$ cat config.mk
export PLATFORM = sky130hd
export DESIGN_NAME = alu_serial_ctrl
export DESIGN_NICKNAME = d
export VERILOG_FILES = /design/src/rtl/alu_serial_ctrl.sv
export SDC_FILE = /design/constraint.sdc
export NUM_CORES = 1
export LEC_CHECK = 0
export CAP_MARGIN = 0
export CORE_AREA = 2 2 129 131
export CTS_BUF_LIST = sky130_fd_sc_hd__clkbuf_8
export DETAILED_ROUTE_END_ITERATION = 10
export DIE_AREA = 0 0 131 133
export MAX_ROUTING_LAYER = met4
export PLACE_DENSITY = 0.72
export SLEW_MARGIN = 20
export SYNTH_ARGS = -nofsm -noshare
export SYNTH_HDL_FRONTEND = slang
export SYNTH_SLANG_ARGS = --single-unit
$ cat constraint.sdc
create_clock -name clk_i -period 7.1 [get_ports clk_i]
set_clock_uncertainty 0.2 [all_clocks]
set_input_delay 1.42 -clock clk_i [delete_from_list [all_inputs] [get_ports clk_i]]
set_output_delay 1.42 -clock clk_i [all_outputs]
set_load 0.02 [all_outputs]
$ cat src/rtl/alu_serial_ctrl.sv
`default_nettype none
// ============================================================================
// Module      : alu_serial_ctrl
// Description : Bit-serial 32-bit ALU sequencer driving an external 1-bit slice
// Revision    : 1.0 - initial release
// ============================================================================
module alu_serial_ctrl (
    input  logic        clk_i,
    input  logic        rst_i,
    input  logic        start_i,
    input  logic [31:0] src1_i,
    input  logic [31:0] src2_i,
    input  logic [3:0]  ctrl_i,
    output logic        ready_o,
    output logic        done_o,
    output logic [31:0] result_o,
    output logic        zero_o,
    output logic        cout_o,
    output logic        overflow_o,
    output logic        slice_src1_o,
    output logic        slice_src2_o,
    output logic        slice_less_o,
    output logic        slice_ainvert_o,
    output logic        slice_binvert_o,
    output logic        slice_cin_o,
    output logic [1:0]  slice_op_o,
    input  logic        slice_result_i,
    input  logic        slice_cout_i
);

    localparam logic [3:0] c_ctrl_and = 4'b0000;
    localparam logic [3:0] c_ctrl_or  = 4'b0001;
    localparam logic [3:0] c_ctrl_add = 4'b0010;
    localparam logic [3:0] c_ctrl_sub = 4'b0110;
    localparam logic [3:0] c_ctrl_slt = 4'b0111;
    localparam logic [3:0] c_ctrl_nor = 4'b1100;

    localparam logic [1:0] c_op_or   = 2'b00;
    localparam logic [1:0] c_op_and  = 2'b01;
    localparam logic [1:0] c_op_add  = 2'b10;

    typedef enum logic [1:0] {
        S_IDLE = 2'd0,
        S_RUN  = 2'd1,
        S_DONE = 2'd2
    } state_t;

    state_t      r_state;
    state_t      w_next_state;

    logic [31:0] r_src1;
    logic [31:0] r_src2;
    logic [3:0]  r_ctrl;
    logic [4:0]  r_idx;
    logic        r_carry;
    logic [30:0] r_acc;
    logic [31:0] r_result;
    logic        r_cout;
    logic        r_ovf;

    logic [1:0]  w_op;
    logic        w_ainv;
    logic        w_binv;
    logic        w_arith;
    logic        w_slt;
    logic        w_logic;
    logic        w_cin;
    logic        w_last;
    logic        w_ovf31;
    logic [31:0] w_sum_full;
    logic [31:0] w_fin_result;
    logic        w_fin_cout;
    logic        w_fin_ovf;

    // Decode from the latched control so late ctrl_i changes cannot leak in.
    always_comb begin
        w_op    = c_op_or;
        w_ainv  = 1'b0;
        w_binv  = 1'b0;
        w_arith = 1'b0;
        w_slt   = 1'b0;
        w_logic = 1'b0;
        case (r_ctrl)
            c_ctrl_and: begin w_op = c_op_and; w_logic = 1'b1; end
            c_ctrl_or:  begin w_op = c_op_or;  w_logic = 1'b1; end
            c_ctrl_add: begin w_op = c_op_add; w_arith = 1'b1; end
            c_ctrl_sub: begin w_op = c_op_add; w_binv = 1'b1; w_arith = 1'b1; end
            c_ctrl_slt: begin w_op = c_op_add; w_binv = 1'b1; w_slt = 1'b1; end
            c_ctrl_nor: begin
                w_op    = c_op_and;
                w_ainv  = 1'b1;
                w_binv  = 1'b1;
                w_logic = 1'b1;
            end
            default: ;
        endcase
    end

    assign w_cin  = (r_idx == 5'd0) ? w_binv : r_carry;
    assign w_last = (r_idx == 5'd31);

    // MSB results come straight from the slice on the final RUN cycle.
    assign w_ovf31    = w_cin ^ slice_cout_i;
    assign w_sum_full = {slice_result_i, r_acc};

    always_comb begin
        w_fin_result = 32'd0;
        w_fin_cout   = 1'b0;
        w_fin_ovf    = 1'b0;
        if (w_arith) begin
            w_fin_result = w_sum_full;
            w_fin_cout   = slice_cout_i;
            w_fin_ovf    = w_ovf31;
        end else if (w_slt) begin
            w_fin_result = {31'd0, slice_result_i ^ w_ovf31};
        end else if (w_logic) begin
            w_fin_result = w_sum_full;
        end
    end

    always_ff @(posedge clk_i or posedge rst_i) begin
        if (rst_i) begin
            r_state <= S_IDLE;
        end else begin
            r_state <= w_next_state;
        end
    end

    always_comb begin
        w_next_state    = r_state;
        ready_o         = 1'b0;
        done_o          = 1'b0;
        slice_src1_o    = 1'b0;
        slice_src2_o    = 1'b0;
        slice_less_o    = 1'b0;
        slice_ainvert_o = 1'b0;
        slice_binvert_o = 1'b0;
        slice_cin_o     = 1'b0;
        slice_op_o      = 2'b00;
        case (r_state)
            S_IDLE: begin
                ready_o = 1'b1;
                if (start_i) begin
                    w_next_state = S_RUN;
                end
            end
            S_RUN: begin
                slice_src1_o    = r_src1[r_idx];
                slice_src2_o    = r_src2[r_idx];
                slice_ainvert_o = w_ainv;
                slice_binvert_o = w_binv;
                slice_cin_o     = w_cin;
                slice_op_o      = w_op;
                if (w_last) begin
                    w_next_state = S_DONE;
                end
            end
            S_DONE: begin
                done_o       = 1'b1;
                w_next_state = S_IDLE;
            end
            default: w_next_state = S_IDLE;
        endcase
    end

    always_ff @(posedge clk_i or posedge rst_i) begin
        if (rst_i) begin
            r_src1   <= 32'd0;
            r_src2   <= 32'd0;
            r_ctrl   <= 4'd0;
            r_idx    <= 5'd0;
            r_carry  <= 1'b0;
            r_acc    <= 31'd0;
            r_result <= 32'd0;
            r_cout   <= 1'b0;
            r_ovf    <= 1'b0;
        end else begin
            case (r_state)
                S_IDLE: begin
                    if (start_i) begin
                        r_src1 <= src1_i;
                        r_src2 <= src2_i;
                        r_ctrl <= ctrl_i;
                        r_idx  <= 5'd0;
                    end
                end
                S_RUN: begin
                    r_carry <= slice_cout_i;
                    if (w_last) begin
                        r_result <= w_fin_result;
                        r_cout   <= w_fin_cout;
                        r_ovf    <= w_fin_ovf;
                        r_idx    <= 5'd0;
                    end else begin
                        r_acc[r_idx] <= slice_result_i;
                        r_idx        <= r_idx + 5'd1;
                    end
                end
                default: ;
            endcase
        end
    end

    assign result_o   = r_result;
    assign cout_o     = r_cout;
    assign overflow_o = r_ovf;
    assign zero_o     = (r_result == 32'd0);

endmodule
`default_nettype wire

==> out/results.ini <==
[route]
antenna_left=0
viasPerCell=5.172
firstDrtPassIters=4
wl_um=14130
via_count=4215
drt-initial-drc-count=286
wl_per_cell_um=17.33
post-route-drc-count=0

[setup_path]
rr_worst_depth=7
cp-end-kind=primary output
worstSetupStartpoint=r_idx[0]
rr_startpoint=r_idx[0]
critical_path_class=register to primary output
worstPathMaxFanout=19
crit_path_start_kind=register
crit_required_ps=5480
ff2ff_setup_slack_ps=4040
cp-endpoint=slice_src2_o
timing.rr.end=result_o[15]
crit_arrival_ps=3090

[finish]
syn2layout_area_growth_pct=27.29
mostFrequentLayoutCell=dfrtp_1
fin_nets=661
diodes=0
n_fill_cell=1399
layout_common_cells=dfrtp_1, clkdlybuf4s50_1, mux2_2
final_cells=815
drive_gt1_frac=0.2555

[sta]
drv_slew=0
slew_headroom=0.3285
fin_crit_ps=4705
max_freq_ghz=0.2125
final-hold-violation-count=0
min_period_over_period=0.6627
setup_violations=0
tns_ps=0
worstMarginPinSlew_ps=1004
rsz0062_at_grt=no

[synthesis]
syn-instance-count=476
yosys_warnings=0
yosysTopAreaCell=dfrtp_1
synth_area_leaders=dfrtp_1, mux2_2, a22o_1, mux4_2, mux2i_1
synth-seq-cells=141
synth_ff_type=dfrtp_1
synth_top_area_share=0.5610
synth_nets=554
async_flop_share=1.000
syn_area_per_cell_um2=13.21
synth-edff-count=0
syn_area_um2=6290
synth.distinct_cells=47
synth_seq_area_share=0.5610

[clock_network]
htreeDepth=4
clk_pin_slew_ps=70
cts.sinks=141
postCtsSetupRepairBufs=0
postCtsResizedCells=0
cts_buffer_depth=2
tritoncts=yes
numCtsBuffers=17
worstSkewPairLatency_ps=440
clock-root-buffer=clkbuf_8
ctsHoldBuffers=0

[job]
maxCapViolCount=0

[placed_design]
numPortBuffers=116
finalWeightedCongestion=0.8809
hpwl_um=10360
dp.cells=784

[min_path]
hp-class=register to register

[die]
rows=47
start_util=0.3889
fp.coreArea_um2=16170
die_h_um=133
die_w_um=131
io_pins=118
dieArea_um2=17420

[grt]
antenna_found_initial=0
grt_pass1_wl_um=22670
first_global_vias=4252
grt_max_degree=73
grt_usage=0.1764
grt_overflow=0

[power]
p_per_area_nw_per_um2=425.6
ir_drop_mv=0.3263
leakage_nw=3.375

[status]
status=finished, final reports clean

[synth_stat cells (4+ instances only)]
library cell	number
dfrtp_1	141
mux2_2	100
nand2_1	35
a22o_1	33
nor2_1	22
buf_2	18
mux2i_1	14
clkbuf_1	9
nor4_1	9
mux4_2	8
and2_1	7
inv_1	6
ha_1	5
o21ai_0	5
o32ai_1	5
a21oi_1	4
nor3_1	4
[worst min-delay path by stage]
stage | startpoint | to | slack [ps] | depth (start not counted)
after floorplan | r_acc[1] | result_o[1] | 260 | 1
after global placement | r_acc[11] | result_o[11] | 270 | 1
after detailed placement | r_acc[10] | result_o[10] | 280 | 1
after CTS | r_acc[10] | result_o[10] | 290 | 1
after global routing | r_acc[11] | result_o[11] | 320 | 1
final | r_acc[11] | result_o[11] | 290 | 1
[state kept, by name (all words and copies together), names as in the netlist]
name and flops:
result_o 32, r_carry 1, overflow_o 1, r_idx 5
r_ctrl 4, r_src2 32, cout_o 1, r_state 2
r_src1 32, r_acc 31
[worst max-delay path, stage by stage (launching register included)]
cell	delay, ps
dfrtp_1	790
inv_1	300
or2_2	380
o32ai_1	130
a211oi_1	80
a31oi_1	310
clkdlybuf4s50_1	660
[metrics by stage]
step | total power (W) | hold WS (ps) | worst slack [ps] | instance area, um2 | utilization
2_1_floorplan | 0.002301 | 260.4 | 1699 | 6290 | -
3_3_place_gp | 0.002731 | 273.0 | 2925 | 7605 | 0.4703
3_5_place_dp | 0.002786 | 277.4 | 2879 | 7607 | 0.4704
4_1_cts | 0.003441 | 294.5 | 2359 | 8006 | 0.4951
5_1_grt | 0.003618 | 318.7 | 2144 | 8006 | 0.4951
6_report | 0.003407 | 292.8 | 2395 | 8006 | 0.4951
[area by class of cell]
cell class	instances	area, um2	area share
multi-input cells	297	2585	0.3229
repair buffers	120	1191	0.1488
clock buffers	18	247.7	0.03094
clock inverters	13	151.4	0.01891
well taps	220	275.3	0.03438
flip-flops and latches	141	3528	0.4407
inverters	6	27.53	0.003438
[logic make-up (layout without fill, tap and decap cells)]
| logic type | after synthesis | count (layout) | synth area share |
|---|---|---|---|
| mux | 124 | 124 | 0.2353 |
| flops | 141 | 141 | 0.5610 |
| compound gates | 63 | 63 | 0.07957 |
| fa+ha+maj | 5 | 5 | 0.009946 |
| simple gates | 100 | 100 | 0.07937 |
| xor+xnor | 4 | 4 | 0.005571 |
| other cells | 1 | 1 | 0.0005962 |
| buf+inv | 38 | 157 | 0.02864 |
[routing by layer]
layer,global-route usage,wire (um),up-vias
met5,-,0,-
met4,0.04255,111,0
li1,-,-,1945
met2,0.2671,6785,127
met1,0.2391,6580,2130
met3,0.04488,649,13
[power breakdown]
| group | total, W | internal [W] | switching (W) | leakage, nW |
|---|---|---|---|---|
| logic | 0.00136 | 0.000735 | 0.000622 | 1.41 |
| clock network | 0.000647 | 0.000351 | 0.000296 | 0.211 |
| registers | 0.00140 | 0.00114 | 0.000258 | 1.76 |
(Power assumes the default switching activity.)
